**config.mk**
```make
export PLATFORM = sky130hd
export DESIGN_NAME = serial_tx_8_bit_flat
export DESIGN_NICKNAME = d
export VERILOG_FILES = /design/src/rtl/serial_tx_8_bit_pkg.sv /design/src/rtl/serial_tx_8_bit_if.sv /design/src/rtl/serial_tx_8_bit_down_counter.sv /design/src/rtl/serial_tx_8_bit.sv /design/src/flat_wrapper.sv
export SDC_FILE = /design/constraint.sdc
export NUM_CORES = 1
export LEC_CHECK = 0
export CORE_MARGIN = 3
export CORE_UTILIZATION = 54
export DETAILED_ROUTE_END_ITERATION = 12
export PLACE_DENSITY = 0.81
export SYNTH_ARGS = -nofsm -noshare
export SYNTH_HDL_FRONTEND = slang
export SYNTH_SLANG_ARGS = --single-unit
```
**constraint.sdc**
```tcl
create_clock -name clk -period 2.7 [get_ports clk]
set_input_delay 0.27 -clock clk [delete_from_list [all_inputs] [get_ports clk]]
set_output_delay 0.27 -clock clk [all_outputs]
set_load 0.1 [all_outputs]
```
**src/rtl/serial_tx_8_bit_pkg.sv**
```systemverilog
// Shared types and line levels for the framed serial transmitter.
package serial_tx_pkg;

    typedef enum logic [1:0] {
        IDLE  = 2'd0,
        START = 2'd1,
        DATA  = 2'd2,
        STOP  = 2'd3
    } tx_state_t;

    localparam logic START_BIT  = 1'b0;
    localparam logic STOP_BIT   = 1'b1;
    localparam logic IDLE_LEVEL = 1'b1;

endpackage

```
**src/rtl/serial_tx_8_bit_if.sv**
```systemverilog
// Producer-side handshake and serial line bundle for serial_tx_8_bit.
interface serial_tx_8_bit_if #(
    parameter int DATA_BITS = 8
);
    logic [DATA_BITS-1:0] data_in;
    logic                 valid_in;
    logic                 ready_out;
    logic                 serial_out;
    logic                 busy;
    logic                 done;

    modport master (
        output data_in, valid_in,
        input  ready_out, serial_out, busy, done
    );

    modport slave (
        input  data_in, valid_in,
        output ready_out, serial_out, busy, done
    );
endinterface

```
**src/rtl/serial_tx_8_bit_down_counter.sv**
```systemverilog
// Loadable down-counter with a zero flag; used for bit period and bit index.
module down_counter #(
    parameter int WIDTH = 2
) (
    input  logic             clk,
    input  logic             rst,
    input  logic             load,
    input  logic             en,
    input  logic [WIDTH-1:0] init,
    output logic             zero
);
    logic [WIDTH-1:0] count_r;

    // Load has priority over decrement; the owner reloads at zero so no wrap occurs.
    always_ff @(posedge clk or posedge rst) begin
        if (rst) begin
            count_r <= '0;
        end else if (load) begin
            count_r <= init;
        end else if (en) begin
            count_r <= count_r - {{(WIDTH-1){1'b0}}, 1'b1};
        end else begin
            count_r <= count_r;
        end
    end

    assign zero = (count_r == '0);
endmodule

```
**src/rtl/serial_tx_8_bit.sv**
```systemverilog
// Framed LSB-first serial transmitter: start bit, DATA_BITS data bits, stop bit,
// each held CLKS_PER_BIT clocks, fed by a valid/ready byte handshake.
module serial_tx_8_bit
    import serial_tx_pkg::*;
#(
    parameter int DATA_BITS    = 8,
    parameter int CLKS_PER_BIT = 4
) (
    input  logic            clk,
    input  logic            rst,
    serial_tx_8_bit_if.slave bus
);
    localparam int PER_W = (CLKS_PER_BIT > 1) ? $clog2(CLKS_PER_BIT) : 1;
    localparam int BIT_W = (DATA_BITS > 1) ? $clog2(DATA_BITS) : 1;

    tx_state_t            state_r, state_s;
    logic [DATA_BITS-1:0] shift_r, shift_s;
    logic                 serial_r, serial_s;
    logic                 done_r, done_s;
    logic                 accept_s, active_s, tick_s, last_bit_s;
    logic                 per_load_s, bit_en_s;

    assign accept_s   = (state_r == IDLE) && bus.valid_in;
    assign active_s   = (state_r != IDLE);
    assign per_load_s = accept_s || (active_s && tick_s);
    assign bit_en_s   = (state_r == DATA) && tick_s && !last_bit_s;

    down_counter #(.WIDTH(PER_W)) u_period (
        .clk  (clk),
        .rst  (rst),
        .load (per_load_s),
        .en   (active_s),
        .init (PER_W'(CLKS_PER_BIT - 1)),
        .zero (tick_s)
    );

    down_counter #(.WIDTH(BIT_W)) u_bitcnt (
        .clk  (clk),
        .rst  (rst),
        .load (accept_s),
        .en   (bit_en_s),
        .init (BIT_W'(DATA_BITS - 1)),
        .zero (last_bit_s)
    );

    // Next state, next shift contents, and the line level they imply.
    always_comb begin
        state_s  = state_r;
        shift_s  = shift_r;
        done_s   = 1'b0;
        serial_s = IDLE_LEVEL;
        case (state_r)
            IDLE: begin
                if (accept_s) begin
                    state_s = START;
                    shift_s = bus.data_in;
                end else begin
                    state_s = IDLE;
                end
            end
            START: begin
                if (tick_s) state_s = DATA;
                else        state_s = START;
            end
            DATA: begin
                if (tick_s) begin
                    shift_s = shift_r >> 1'b1;
                    if (last_bit_s) state_s = STOP;
                    else            state_s = DATA;
                end else begin
                    state_s = DATA;
                end
            end
            STOP: begin
                if (tick_s) begin
                    state_s = IDLE;
                    done_s  = 1'b1;
                end else begin
                    state_s = STOP;
                end
            end
            default: state_s = IDLE;
        endcase
        // The line register follows the upcoming state so bits begin the cycle after accept.
        case (state_s)
            START:   serial_s = START_BIT;
            DATA:    serial_s = shift_s[0];
            STOP:    serial_s = STOP_BIT;
            default: serial_s = IDLE_LEVEL;
        endcase
    end

    // State, shift register and registered line/done outputs.
    always_ff @(posedge clk or posedge rst) begin
        if (rst) begin
            state_r  <= IDLE;
            shift_r  <= '0;
            serial_r <= IDLE_LEVEL;
            done_r   <= 1'b0;
        end else begin
            state_r  <= state_s;
            shift_r  <= shift_s;
            serial_r <= serial_s;
            done_r   <= done_s;
        end
    end

    assign bus.serial_out = serial_r;
    assign bus.done       = done_r;
    assign bus.busy       = active_s;
    assign bus.ready_out  = (state_r == IDLE);
endmodule

```
**src/flat_wrapper.sv**
```systemverilog
// flat-port wrapper written by rule: the top's interface ports become plain ports
module serial_tx_8_bit_flat import serial_tx_pkg::*;
#(
    parameter int DATA_BITS    = 8,
    parameter int CLKS_PER_BIT = 4
)
  (clk, rst, bus_data_in, bus_valid_in, bus_ready_out, bus_serial_out, bus_busy, bus_done);
  serial_tx_8_bit_if #(.DATA_BITS(DATA_BITS)) bus_i ();
  input  logic clk;
  input  logic rst;
  input wire logic [$bits(bus_i.data_in)-1:0] bus_data_in;
  input wire logic [$bits(bus_i.valid_in)-1:0] bus_valid_in;
  output wire logic [$bits(bus_i.ready_out)-1:0] bus_ready_out;
  output wire logic [$bits(bus_i.serial_out)-1:0] bus_serial_out;
  output wire logic [$bits(bus_i.busy)-1:0] bus_busy;
  output wire logic [$bits(bus_i.done)-1:0] bus_done;
  assign bus_i.data_in = bus_data_in;
  assign bus_i.valid_in = bus_valid_in;
  assign bus_ready_out = bus_i.ready_out;
  assign bus_serial_out = bus_i.serial_out;
  assign bus_busy = bus_i.busy;
  assign bus_done = bus_i.done;
  serial_tx_8_bit #(.DATA_BITS(DATA_BITS), .CLKS_PER_BIT(CLKS_PER_BIT)) u_core (.clk(clk), .rst(rst), .bus(bus_i));
endmodule
```
=== After elaboration in Yosys (flattened, before gate mapping) ===
Cells that the tools add are included.

* Bits of input ports: 11
* Memory bits (read-only): 0
* Bits in latches: 0
* Output and inout bits: 4
* Register bits: 17
* Bits in writable memories: 0
* Memories kept: 0
* Word-level logic and storage cells: 46

* Mux-type cells: 16
* Order comparisons: 0
* Reductions and logical operators: 14
* Div/mod/pow operators: 0
* Bitwise gates (word level): 0
* $mul: 0
* Eq/ne operators: 7
* Shifts and indexed selects: 0
* Add/sub/neg operators: 2

{| class="wikitable"
|+ Operators with widths
! cell !! count
|-
| 8-bit 2-to-1 mux || 2
|-
| 8-bit one-hot mux with 2 select lines || 1
|-
| 2-bit 2-to-1 mux || 4
|-
| 2-bit one-hot mux with 4 select lines || 1
|-
| 2-bit nonzero test || 4
|-
| 2-bit equality test (second input constant) || 3
|-
| 3-bit 2-to-1 mux || 2
|-
| 1-bit 2-to-1 mux || 5
|-
| 2-bit by 1-bit equality test with 1-bit output (second input constant) || 2
|-
| 1-bit logical AND || 4
|-
| 2-bit zero test || 2
|-
| 2-bit by 1-bit != test with 1-bit output (second input constant) || 2
|-
| 3-bit zero test || 1
|-
| 3-bit AND reduction || 1
|-
| 3-bit by 1-bit subtractor with 3-bit output (second input constant) || 1
|-
| 1-bit one-hot mux with 2 select lines || 1
|-
| 2-bit by 1-bit subtractor with 2-bit output (second input constant) || 1
|-
| 1-bit zero test || 1
|-
| 1-bit logical OR || 1
|}

=== Depth between registers and ports, before layout ===
* Word-level depth: 6
* Depth in mapped cells: 7
* Gate-level depth less buffers: 5

=== Cells and area by module ===
From an unflattened synthesis, not the netlist that was laid out.

* Cells, all modules: 90
* Area total of the unflattened synthesis: 930.9 um2

{| class="wikitable"
|+ Modules (own cells, without submodules)
! module !! instances !! sequential area each (um2) !! cells each !! area each (um2)
|-
| serial_tx_8_bit || 1 || 301.5 || 57 || 628.1
|-
| down_counter (u_core.u_bitcnt) || 1 || 75.1 || 20 || 185.2
|-
| down_counter (u_core.u_period) || 1 || 50.0 || 13 || 117.6
|}

=== Least setup slack after synthesis ===
No wires, ideal clock.

* Kind: flip-flop to flip-flop
* From: register u_core.state_r[0]
* To: register u_core.u_bitcnt.count_r[1]
* Stages on the path, launching flop included: 7
* Setup time: 148 ps
* Clock period less this slack: 2833 ps
* Required time: 2552 ps
* Slack: -133 ps
* Buffers on the path: 2
* Arrival: 2685 ps
* Cells stage by stage: dfrtp_1 -> buf_4 -> or2_2 -> clkbuf_1 -> inv_1 -> nand2_1 -> o311ai_0

* Elaborated cells between the ends (all ways): 7
* Those cells by class: 1 x eq/ne; 1 x mux; 5 x reduce/logical

{| class="wikitable"
|+ RTL lines
! what !! line !! text
|-
| start, declared || serial_tx_8_bit.sv:16 || <nowiki>tx_state_t state_r, state_s;</nowiki>
|-
| start signal, assigned || serial_tx_8_bit.sv:101 || <nowiki>state_r <= state_s;</nowiki>
|-
| 2-bit zero test * || - ||
|-
| net bus_ready_out || flat_wrapper.sv:13 || <nowiki>output wire logic [$bits(bus_i.ready_out)-1:0] bus_ready_out;</nowiki>
|-
| 1-bit logical AND * || serial_tx_8_bit.sv:23 || <nowiki>assign accept_s = (state_r == IDLE) && bus.valid_in;</nowiki>
|-
| 3-bit 2-to-1 mux / 2-bit nonzero test (equally long branches) || - ||
|-
| end signal, assigned || serial_tx_8_bit_down_counter.sv:19 || <nowiki>count_r <= init;</nowiki>
|-
| end signal, assigned || serial_tx_8_bit_down_counter.sv:21 || <nowiki>count_r <= count_r - {{(WIDTH-1){1'b0}}, 1'b1};</nowiki>
|-
| end signal, assigned || serial_tx_8_bit_down_counter.sv:23 || <nowiki>count_r <= count_r;</nowiki>
|-
| end, declared || serial_tx_8_bit_down_counter.sv:12 || <nowiki>logic [WIDTH-1:0] count_r;</nowiki>
|}

The timed path passes the listed nets; every way through them passes the cells marked *.
A chain may end at the register's enable or synchronous reset.

=== Worst setup path after layout ===
* From: register u_core.state_r[1]
* To: output port bus_ready_out

* Longest elaborated chain between the ends: 1

{| class="wikitable"
|+ Ends and longest elaborated chain
! what !! line !! text
|-
| 2-bit zero test || serial_tx_8_bit.sv:111 || <nowiki>assign bus.ready_out = (state_r == IDLE);</nowiki>
|-
| end, declared || flat_wrapper.sv:13 ||
|}

No other way between the ends.

==> impl_summary.log <==
INFO  metric status = complete, no violations
INFO  metric gpl.final_weighted_congestion = about 0.76
INFO  metric die_y = roughly 46 um
INFO  metric grt-ovfl-total = 0
INFO  metric total_power = 1.14 mW
INFO  metric timing.final.ws_setup = ~0.8 ns
INFO  metric core = between 1000 and 1500 sq um
INFO  metric final-max-slew-violation-count = 0
INFO  metric p_clk_share = 12.0%
INFO  metric floorplan.initialDensity = around 62%
INFO  metric crit_path_arrival_time = ~1.6 ns
INFO  metric clk_pin_slew_worst_paths = approximately 0.10 ns
INFO  metric postCtsSetupBuffers = 0
INFO  metric cts.repair.resized = 0
INFO  metric max-clock-path-buffers = 2
INFO  metric p_sw_share = around 44%
INFO  metric syn-cell-area = a little under 900 sq um
INFO  metric drive_gt1_share = about an eighth
INFO  metric p_int = about 0.63 mW
INFO  metric first_pass_grt_wire_length = between 2000 and 3000 um
INFO  metric multi_input_comb_area = 385 sq um
INFO  metric cts_hold_repair.buffers = 0
INFO  metric drtAntennaViolNets = 0
INFO  metric timing.clock.skew = 0.00189 ns
INFO  metric layout.filler_cells = between 100 and 150
INFO  metric worst_ir_drop_vdd = 0.859 mV
INFO  metric number_of_global_route_vias_before_repair = approximately 600
INFO  metric ys_seq_elements = 17
INFO  metric timing.max_cap.violations = 0
INFO  metric synth.yosys.seq_area_share = 49.2%
INFO  metric drc_errors = 0
INFO  metric synthesis.yosys.warnings = 0
INFO  metric nets = approximately 110
INFO  metric antenna-diode-count = 0
INFO  metric detail_route.first_pass.iterations = 4
INFO  metric power_switching = around 0.5 mW
INFO  metric clock.fmax = approximately 530 MHz
INFO  metric cellLeakagePower = between 0.4 and 0.5 nW
INFO  metric hpwl = around 1100 um
INFO  metric grtUsageTotal = 17.5%
INFO  metric power.density_cell_area = between 1000 and 1500 nW/um^2
INFO  metric clk-insertion-delay-late = between 0.2 and 0.3 ns
INFO  metric route.vias.total = ~610
INFO  metric cp_data_required_time = between 2 and 2.5 ns
INFO  metric synthesis.instances = 80
INFO  metric hold-worst-slack = about 0.36 ns
INFO  metric largest_driver_fanout_on_the_critical_path = 13
INFO  metric totalNegativeSetupSlack = 0 ns
INFO  metric fp-row-count = 13
INFO  metric syn_avg_cell_area = between 10 and 15 sq um
INFO  metric setup_viol_count_final = 0
INFO  metric period_minus_slack = about 1.9 ns
INFO  metric via_density_per_instance = about 5.7
INFO  metric max_slew.worst_pin.slew = between 0.6 and 0.7 ns
INFO  metric grt_max_degree = 18
INFO  metric initialDrtViolationCount = 6
INFO  metric design.portCount = 15
INFO  metric hold_path.class = input port to asynchronous set/reset pin
INFO  metric area_of_all_sequential_standard_cells = around 430 sq um
INFO  metric setup.worst_path.end_class = primary output
INFO  metric cp-start-kind = register
INFO  metric unique_masters_post_synth = 31
INFO  metric final_min_period_over_clock_period = between 70 and 80%
INFO  metric final_wl = around 1600 um
INFO  metric cts_sinks = 17
INFO  metric placement.setup.worst_slack = approximately 0.84 ns
INFO  metric placement.io_buffers = 14
INFO  metric p_comb_share = between 40% and 50%
INFO  metric cts.htree.levels = 1
INFO  metric die_w = roughly 46 um
INFO  metric design.die.area = between 2000 and 2500 sq um
INFO  metric areaGrowthSynthToFinish = 16.9%
INFO  metric tritoncts = done
INFO  metric slew_headroom = between 50% and 60%
INFO  metric timing.final.hold_violations = 0
INFO  metric unrepaired_setup_endpoints_after_global_routing = no
INFO  metric clk_root_buffer_cell = clkbuf_4
INFO  metric sequentialPowerShare = between 40% and 50%
INFO  metric wl_per_cell = roughly 15 um
INFO  metric crit_type = register to primary output
INFO  metric cts_made_buffers = 3
INFO  metric syn_nets = between 90 and 100
INFO  metric antenna_violations_before_repair = 0
-- path summary, 6_finish.rpt --
path / start / cells after the start / slack [ns] / endpoint
hold reg to reg: u_core.shift_r[1] / 1 / 0.49 / u_core.shift_r[1]
min in group clk: u_core.shift_r[1] / 1 / 0.49 / u_core.shift_r[1]
hold / removal: rst / 2 / 0.36 / u_core.shift_r[2]
max in group asynchronous: rst / 2 / 1.94 / u_core.shift_r[5]
setup / recovery: u_core.state_r[1] / 3 / 0.80 / bus_ready_out
setup reg to reg: u_core.u_period.count_r[0] / 5 / 0.86 / u_core.u_bitcnt.count_r[2]
-- registers in the layout, summed over array words and instances (netlist names) --
name / cells
u_core.shift_r: 8
u_core.u_bitcnt.count_r: 3
u_core.state_r: 2
u_core.u_period.count_r: 2
u_core.bus.done: 1
u_core.bus.serial_out: 1
-- cells in the final DEF (no fill, tap or decap), types with 2 or more instances in the layout --
cell / netlist / final
nor3_1: 2 / 2
a21oi_1: 2 / 2
dfrtp_1: 16 / 16
buf_4: 2 / 4
a22o_1: 7 / 7
nand3b_1: 3 / 3
inv_1: 7 / 7
clkbuf_4: 0 / 3
clkdlybuf4s50_1: 0 / 10
ha_1: 3 / 3
o21ai_0: 3 / 3
or2_2: 2 / 2
nor2b_1: 3 / 3
nor2_1: 2 / 2
nand3_1: 2 / 2
a31oi_1: 2 / 2
nand2_1: 2 / 2
a21o_1: 6 / 6
-- power groups by stage --
stage               registers [mW]  logic [mW]  clock network [mW]
finish                       0.474       0.526               0.137
floorplan                    0.513       0.398                   0
global placement             0.475       0.517                   0
CTS                          0.473       0.528               0.140
detailed placement           0.479       0.526                   0
global route                 0.494       0.567               0.146
-- cells in the mapped netlist, drive strengths merged --
| library cell | instances | area share (%) |
|---|---|---|
| and3 | 1 | 0.72 |
| a31oi | 2 | 1.4 |
| a22o | 7 | 7.1 |
| dfstp | 1 | 3.0 |
| clkbuf | 1 | 0.43 |
| a21o | 6 | 5.2 |
| buf | 4 | 2.9 |
| nand3b | 3 | 2.6 |
| a311o | 1 | 1.2 |
| a2bb2oi | 1 | 1.0 |
| nor2 | 2 | 0.87 |
| o21ai | 3 | 1.7 |
| or3 | 1 | 0.72 |
| nor3b | 2 | 3.6 |
| nand2 | 2 | 0.87 |
| nor3 | 2 | 1.2 |
| inv | 7 | 3.0 |
| a21boi | 1 | 0.87 |
| nor2b | 3 | 2.2 |
| dfrtp | 16 | 46 |
| a311oi | 1 | 1.0 |
| o311ai | 1 | 1.0 |
| and3b | 1 | 1.0 |
| ha | 3 | 4.3 |
| a21oi | 2 | 1.2 |
| or2 | 2 | 1.4 |
| nand3 | 2 | 1.2 |
| o32a | 1 | 1.2 |
| xnor2 | 1 | 1.0 |
-- per-stage QoR --
| step | utilization, % | std cells | instance area (sq um) |
|---|---|---|---|
| 3_3_place_gp | 70.6 | 104 | 987 |
| 6_report | 72.5 | 108 | 1010 |
| 2_1_floorplan | - | 80 | 868 |
| 4_1_cts | 72.5 | 108 | 1010 |
| 3_5_place_dp | 70.6 | 104 | 987 |
| 5_1_grt | 72.5 | 108 | 1010 |
-- logic make-up (layout without fill, tap and decap cells) --
family | Yosys count | after routing | share of synthesized area, %
AND/OR/NAND/NOR | 21 | 21 | 16.3
adder cells (fa/ha/maj) | 3 | 3 | 4.33
flip-flops | 17 | 17 | 49.2
XOR/XNOR | 1 | 1 | 1.01
AO/OA/AOI/OAI | 26 | 26 | 22.8
buffers and inverters | 12 | 25 | 6.35
-- cell type report --
class                   instances  area share (%)
flip-flops and latches         17            42.1
multi-input cells              51            38.0
repair buffers                 14            12.8
clock buffers                   4            2.59
inverters                       7            2.59
well taps                      15            1.85
-- per-layer routing --
layer  global-route usage, %  part of all wire, %  up-vias
li1                        -                    -      315
met1                    23.9                   49      282
met2                    25.8                   45       10
met3                    3.91                  4.0        5
met4                    8.52                  1.7        0
met5                       0                    0        -
-- worst max-delay path, cell delays in order, from the launching register on --
cell and delay (ns):
dfrtp_1 0.55, or2_2 0.41, inv_1 0.09, buf_4 0.29
Note: power is estimated with default switching activity, not from simulation.
